[config.mk]
export PLATFORM = sky130hd
export DESIGN_NAME = scan_capture
export DESIGN_NICKNAME = d
export VERILOG_FILES = /design/src/rtl/scan_capture.sv
export SDC_FILE = /design/constraint.sdc
export NUM_CORES = 1
export LEC_CHECK = 0
export BUFFER_PORTS_ARGS = -buffer_cell sky130_fd_sc_hd__buf_2
export CAP_MARGIN = 20
export CORE_UTILIZATION = 47
export CTS_CLUSTER_SIZE = 25
export DETAILED_ROUTE_END_ITERATION = 7
export PLACE_DENSITY = 0.71
export SKIP_LAST_GASP = 1
export SYNTH_ARGS = -nofsm -noshare
export SYNTH_HDL_FRONTEND = slang
export SYNTH_SLANG_ARGS = --single-unit
[constraint.sdc]
create_clock -name clk -period 1.7 [get_ports clk]
set_clock_uncertainty 0.1 [all_clocks]
set_input_delay 0.17 -clock clk [delete_from_list [all_inputs] [get_ports clk]]
set_output_delay 0.17 -clock clk [all_outputs]
set_load 0.01 [all_outputs]
[src/rtl/scan_capture.sv]
// Serial-to-parallel receiver for the debug scan link: reassembles an LSB-first frame after an en strobe.
// Optional build macro SCAN_CAPTURE_SHADOW_EN adds a holding register so data stays stable between completions.
module scan_capture #(
    parameter int WIDTH = 19
) (
    input  logic             clk,
    input  logic             rst,
    input  logic             en,
    input  logic             scan_in,
    output logic [WIDTH-1:0] data,
    output logic             valid,
    output logic             busy,
    output logic             abort
);

    localparam int CNT_W = $clog2(WIDTH);
    localparam logic [CNT_W-1:0] LAST_BIT = CNT_W'(WIDTH - 1);

    typedef enum logic {
        IDLE  = 1'b0,
        SHIFT = 1'b1
    } state_t;

    state_t           state_q, state_d;
    logic [CNT_W-1:0] count_q, count_d;
    logic [WIDTH-1:0] sr_q, sr_d;
    logic             valid_q, valid_d;
    logic             busy_q, busy_d;
    logic             abort_q, abort_d;
    logic             complete;

    always_comb begin
        state_d  = state_q;
        count_d  = count_q;
        sr_d     = sr_q;
        valid_d  = 1'b0;
        abort_d  = 1'b0;
        complete = 1'b0;

        case (state_q)
            IDLE: begin
                if (en) begin
                    state_d = SHIFT;
                    count_d = '0;
                end
            end
            SHIFT: begin
                // The last bit always lands, even when en restarts on the same edge.
                if (count_q == LAST_BIT) begin
                    sr_d     = {scan_in, sr_q[WIDTH-1:1]};
                    valid_d  = 1'b1;
                    complete = 1'b1;
                    count_d  = '0;
                    state_d  = en ? SHIFT : IDLE;
                end else if (en) begin
                    abort_d = 1'b1;
                    count_d = '0;
                end else begin
                    sr_d    = {scan_in, sr_q[WIDTH-1:1]};
                    count_d = count_q + 1'b1;
                end
            end
            default: begin
                state_d = IDLE;
                count_d = '0;
            end
        endcase

        busy_d = (state_d == SHIFT);
    end

    always_ff @(posedge clk or posedge rst) begin
        if (rst) begin
            state_q <= IDLE;
            count_q <= '0;
            sr_q    <= '0;
            valid_q <= 1'b0;
            busy_q  <= 1'b0;
            abort_q <= 1'b0;
        end else begin
            state_q <= state_d;
            count_q <= count_d;
            sr_q    <= sr_d;
            valid_q <= valid_d;
            busy_q  <= busy_d;
            abort_q <= abort_d;
        end
    end

`ifdef SCAN_CAPTURE_SHADOW_EN
    logic [WIDTH-1:0] data_q, data_d;

    always_comb begin
        data_d = data_q;
        if (complete) begin
            data_d = sr_d;
        end
    end

    always_ff @(posedge clk or posedge rst) begin
        if (rst) begin
            data_q <= '0;
        end else begin
            data_q <= data_d;
        end
    end

    assign data = data_q;
`else
    logic unused_complete;
    assign unused_complete = complete;
    assign data = sr_q;
`endif

    assign valid = valid_q;
    assign busy  = busy_q;
    assign abort = abort_q;

endmodule
==> reports/metrics.sh <==
AVGROUTEDWIREPERCELL_UM=13.1
CRITPATHLAUNCH='count_q[0]'
PLACEABLE_AREA_UM2=2280
FINAL_ESTIMATED_ROUTING_CONGESTION_IN_GLOBAL_PLACEMENT=0.762
SLEW_VIOLATIONS=0
TRITONCTS='built'
NUMPORTBUFFERS=25
GRT_UTIL_MET1=0.217
ROUTED_WL_MM=1.91
GRT_PASS1_VIAS=719
CRIT_SLOWEST_CELL='sky130_fd_sc_hd__dfrtp_1'
CAP_VIOL_MAX_COUNT=0
DIEAREA_UM2=2710
SYNTHDISTINCTLIBCELLS=25
GRT_PASS1_WL_MM=3.24
WORST-PATH-MAX-FANOUT=9
FINAL_NETS=125
FP.DIEH_UM=52.0
CLKPWRFRAC=0.149
SYNTH_SEQ_CELLS=27
LAYOUT.FILLER_CELLS=174
DPL_WORST_SLACK_NS=-0.0390
AVGVIACOUNTPERCELL=5.10
AVGSYNTHCELLAREA_UM2=14.5
OVERFLOW=0
PLACEMENT_ROWS=17
VDD_IR_DROP_MAX_uV=1010
WORST-ENDPOINT-REQUIRED_NS=1.82
GR-USAGE-ALL-LAYERS=0.168
WORST_PATH_DOMINANT_CELL_FAMILY='flip-flops'
WORST_HOLD_SLACK_NS=0.339
GRT_UTIL_MET2=0.267
POST-ROUTE-WORST-SETUP-SLACK_NS=0.0192
POWER_DENSITY_nW_PER_UM2=1250
DRIVE_GT1_FRAC=0.542
WORSTREG2REGSTART='count_q[0]'
FINAL_HOLD_VIOL_COUNT=0
CTS.HTREE.LEVELS=1
REG2REGPATHDEPTH=6
CP_SLOWEST_STAGE_DELAY_NS=0.39
AREA.GROWTH.SYNTH_TO_FINAL_PCT=24.9
POST-CTS-SETUP-BUFFER-COUNT=0
PLACE.DETAILED.HPWL_MM=1.32
FLOORPLAN.INITIALDENSITY=0.517
CRITPATHARRIVALTIME_NS=1.80
TOP_LEVEL_PORTS=26
NUMBER_OF_GATES_ON_THE_WORST_PATH_WITH_BUFFERS_COUNTED=6
PEAK_CLOCK_FREQUENCY_SUPPORTED_BY_TIMING_GHz=0.595
MIN_TCLK_POST_ROUTE_NS=1.68
TIMING.MAX_SLEW.REL_SLACK=0.738
RSZ0062_AT_GRT='true'
CTSROOTBUFFERMASTER='sky130_fd_sc_hd__clkbuf_4'
CP.BUFFERS_INVERTERS=2
STARTPOINT_TYPE='flop'
SEQPWRFRAC=0.523
TIMING_WORST_SLEW_PIN_VALUE_NS=0.393
FINALCRITPERIODSHARE=0.989
WORST_HOLD_PATH_TYPE='in -> async'
INITIALDRTVIOLATIONCOUNT=4
OUTCOME='complete, no violations'
ROUTE.ANTENNA.REMAINING_NETS=0
CLOCK_BUFFER_DEPTH=2
POST-LAYOUT-TOTAL-POWER_mW=1.84
STDCELL_AREA_UM2=1470
GRT-BUSIEST-LAYER='met2'
DIE_W_UM=52.0
SHARE_COMB_OF_TOTAL_POWER=0.327
POST-ROUTE-DRC-COUNT=0
CTS-BUFFERS-INSERTED=3
INSERTION_DELAY_NS=0.32
CRITPATHKIND='reg -> reg'
DP.CELLS=139
PLACEMENT_CELL_AREA_UM2=1390
SYN-INSTANCE-COUNT=81
VIAS=745
LARGEST_NET_DEGREE_AT_THE_START_OF_GLOBAL_ROUTING=28
POST_SYNTHESIS_NET_COUNT=87
DRT_PRE_ANTENNA_ITERS=4
POST_SYNTH_DESIGN_CELL_AREA_UM2=1180
STDCELL_COUNT=146
POWER.NET_SWITCHING_mW=0.568
CRITICAL_PATH.CELL_CHAIN='inv_2, ha_4, and4bb_4, o21ai_4, buf_12, mux2_2'
SYNTHESIS.YOSYS.WARNINGS=0
CTS.REPORTEDPATHS.CLKPINSLEW_NS=0.15
SW_FRAC_OF_TOTAL=0.308
SYNTH_SEQUENTIAL_AREA_RATIO=0.574
KIND_OF_END_POINT_OF_THE_CRITICAL_PATH='flop'
CTS.SINK_COUNT=27
MET3_USAGE=0.0263
GRT_ANTENNA_BEFORE_REPAIR=0
NUM_ANTENNA_CELLS=0
SETUP_VIOL=0
CELL_INTERNAL_PWR_mW=1.27
CELLLEAKAGEPOWER_nW=0.724
==> registers in the layout, summed over array words and instances (netlist names) <==
| signal | flops |
|---|---|
| valid | 1 |
| count_q | 5 |
| data | 19 |
| abort | 1 |
| busy | 1 |
==> worst paths after layout <==
kind	end	slack, ns
min in group clk	data[0]	0.43
setup reg to reg	data[18]	0.02
max in group asynchronous	count_q[3]	0.91
hold reg to reg	data[0]	0.43
hold / removal	data[3]	0.34
setup / recovery	data[18]	0.02
==> power groups by stage <==
stage	sequential (mW)	combinational (mW)	clock, mW
floorplan	1.06	0.264	0
global placement	0.973	0.586	0
detailed placement	0.985	0.598	0
CTS	0.971	0.612	0.283
global route	1.00	0.659	0.312
finish	0.964	0.603	0.275
==> cells by family (layout without fill, tap and decap cells) <==
| logic type | Yosys count | in the layout | synth area share |
|---|---|---|---|
| buffers and inverters | 7 | 44 | 0.0372 |
| DFF | 27 | 27 | 0.574 |
| adders and majority gates | 2 | 2 | 0.0213 |
| xor gates and xnor gates | 1 | 1 | 0.00745 |
| AOI/OAI and AO/OA | 6 | 6 | 0.0426 |
| muxes | 19 | 19 | 0.214 |
| and+or+nand+nor | 19 | 19 | 0.103 |
==> area by class of cell <==
| type | count | area, um2 | share of cell area |
|---|---|---|---|
| Timing Repair Buffer | 35 | 233 | 0.158 |
| Inverter | 5 | 18.8 | 0.0128 |
| Multi-Input combinational cell | 47 | 479 | 0.326 |
| Tap cell | 28 | 35.0 | 0.0239 |
| Clock inverter | 1 | 5.00 | 0.00341 |
| Sequential cell | 27 | 676 | 0.460 |
| Clock buffer | 3 | 22.5 | 0.0153 |
==> routing by layer <==
layer,vias up,part of all wire
li1,360,-
met1,365,0.48
met2,16,0.47
met3,4,0.035
met4,0,0.018
met5,-,0
==> cell usage after synthesis (all sizes together) <==
cell | instances | area share
nor2b | 1 | 0.0053
ha | 2 | 0.021
nor3b | 1 | 0.0064
and2 | 2 | 0.013
buf | 2 | 0.021
and4bb | 1 | 0.014
o41ai | 1 | 0.0074
a31oi | 1 | 0.0053
nand3 | 2 | 0.0085
or3 | 1 | 0.0064
dfrtp | 27 | 0.57
mux2 | 19 | 0.21
nand2b | 1 | 0.0053
a21oi | 2 | 0.0085
nand2 | 4 | 0.013
or4bb | 1 | 0.011
nand4 | 1 | 0.0053
o21ai | 1 | 0.014
a32oi | 1 | 0.0074
inv | 5 | 0.016
nand3b | 1 | 0.0064
nor2 | 3 | 0.0096
xor2 | 1 | 0.0074
==> worst min-delay path, cell delays in order <==
cell,delay (ns)
sky130_fd_sc_hd__dlygate4sd3_1,0.54
sky130_fd_sc_hd__buf_2,0.12
sky130_fd_sc_hd__inv_1,0.04
sky130_fd_sc_hd__buf_4,0.31
==> layout by cell type, fill, tap and decap left out <==
cell type	n
sky130_fd_sc_hd__a31oi_1	1
sky130_fd_sc_hd__buf_12	2
sky130_fd_sc_hd__nand3_1	2
sky130_fd_sc_hd__nor3b_1	1
sky130_fd_sc_hd__clkinv_2	1
sky130_fd_sc_hd__o41ai_1	1
sky130_fd_sc_hd__a32oi_1	1
sky130_fd_sc_hd__dlygate4sd3_1	3
sky130_fd_sc_hd__o21ai_4	1
sky130_fd_sc_hd__or3_4	1
sky130_fd_sc_hd__nand2_1	4
sky130_fd_sc_hd__clkbuf_4	3
sky130_fd_sc_hd__and4bb_4	1
sky130_fd_sc_hd__a21oi_2	1
sky130_fd_sc_hd__nor2b_1	1
sky130_fd_sc_hd__nand4_1	1
sky130_fd_sc_hd__a21oi_1	1
sky130_fd_sc_hd__xor2_1	1
sky130_fd_sc_hd__nor2_1	3
sky130_fd_sc_hd__ha_4	1
sky130_fd_sc_hd__mux2_4	10
sky130_fd_sc_hd__inv_2	1
sky130_fd_sc_hd__nand3b_1	1
sky130_fd_sc_hd__buf_2	25
sky130_fd_sc_hd__dfrtp_1	27
sky130_fd_sc_hd__mux2_2	9
sky130_fd_sc_hd__nand2b_1	1
sky130_fd_sc_hd__or4bb_4	1
sky130_fd_sc_hd__inv_1	4
sky130_fd_sc_hd__ha_1	1
sky130_fd_sc_hd__and2_2	2
sky130_fd_sc_hd__buf_4	5
==> metrics by stage <==
stage	setup TNS, ns	utilization
after global routing	-0.294	0.645
after global placement	0	0.611
after floorplan	-0.973	-
after CTS	0	0.644
final	0	0.645
after detailed placement	-0.263	0.611
==> timing repair <==
item,CTS,global route
gates cloned,0,0
resized for setup,4,1
endpoints found under the setup margin,23,13
pin swaps,2,1
hold buffers,3,0
hold endpoints to repair,32,0
No activity file was read; power rests on OpenSTA's default activity.
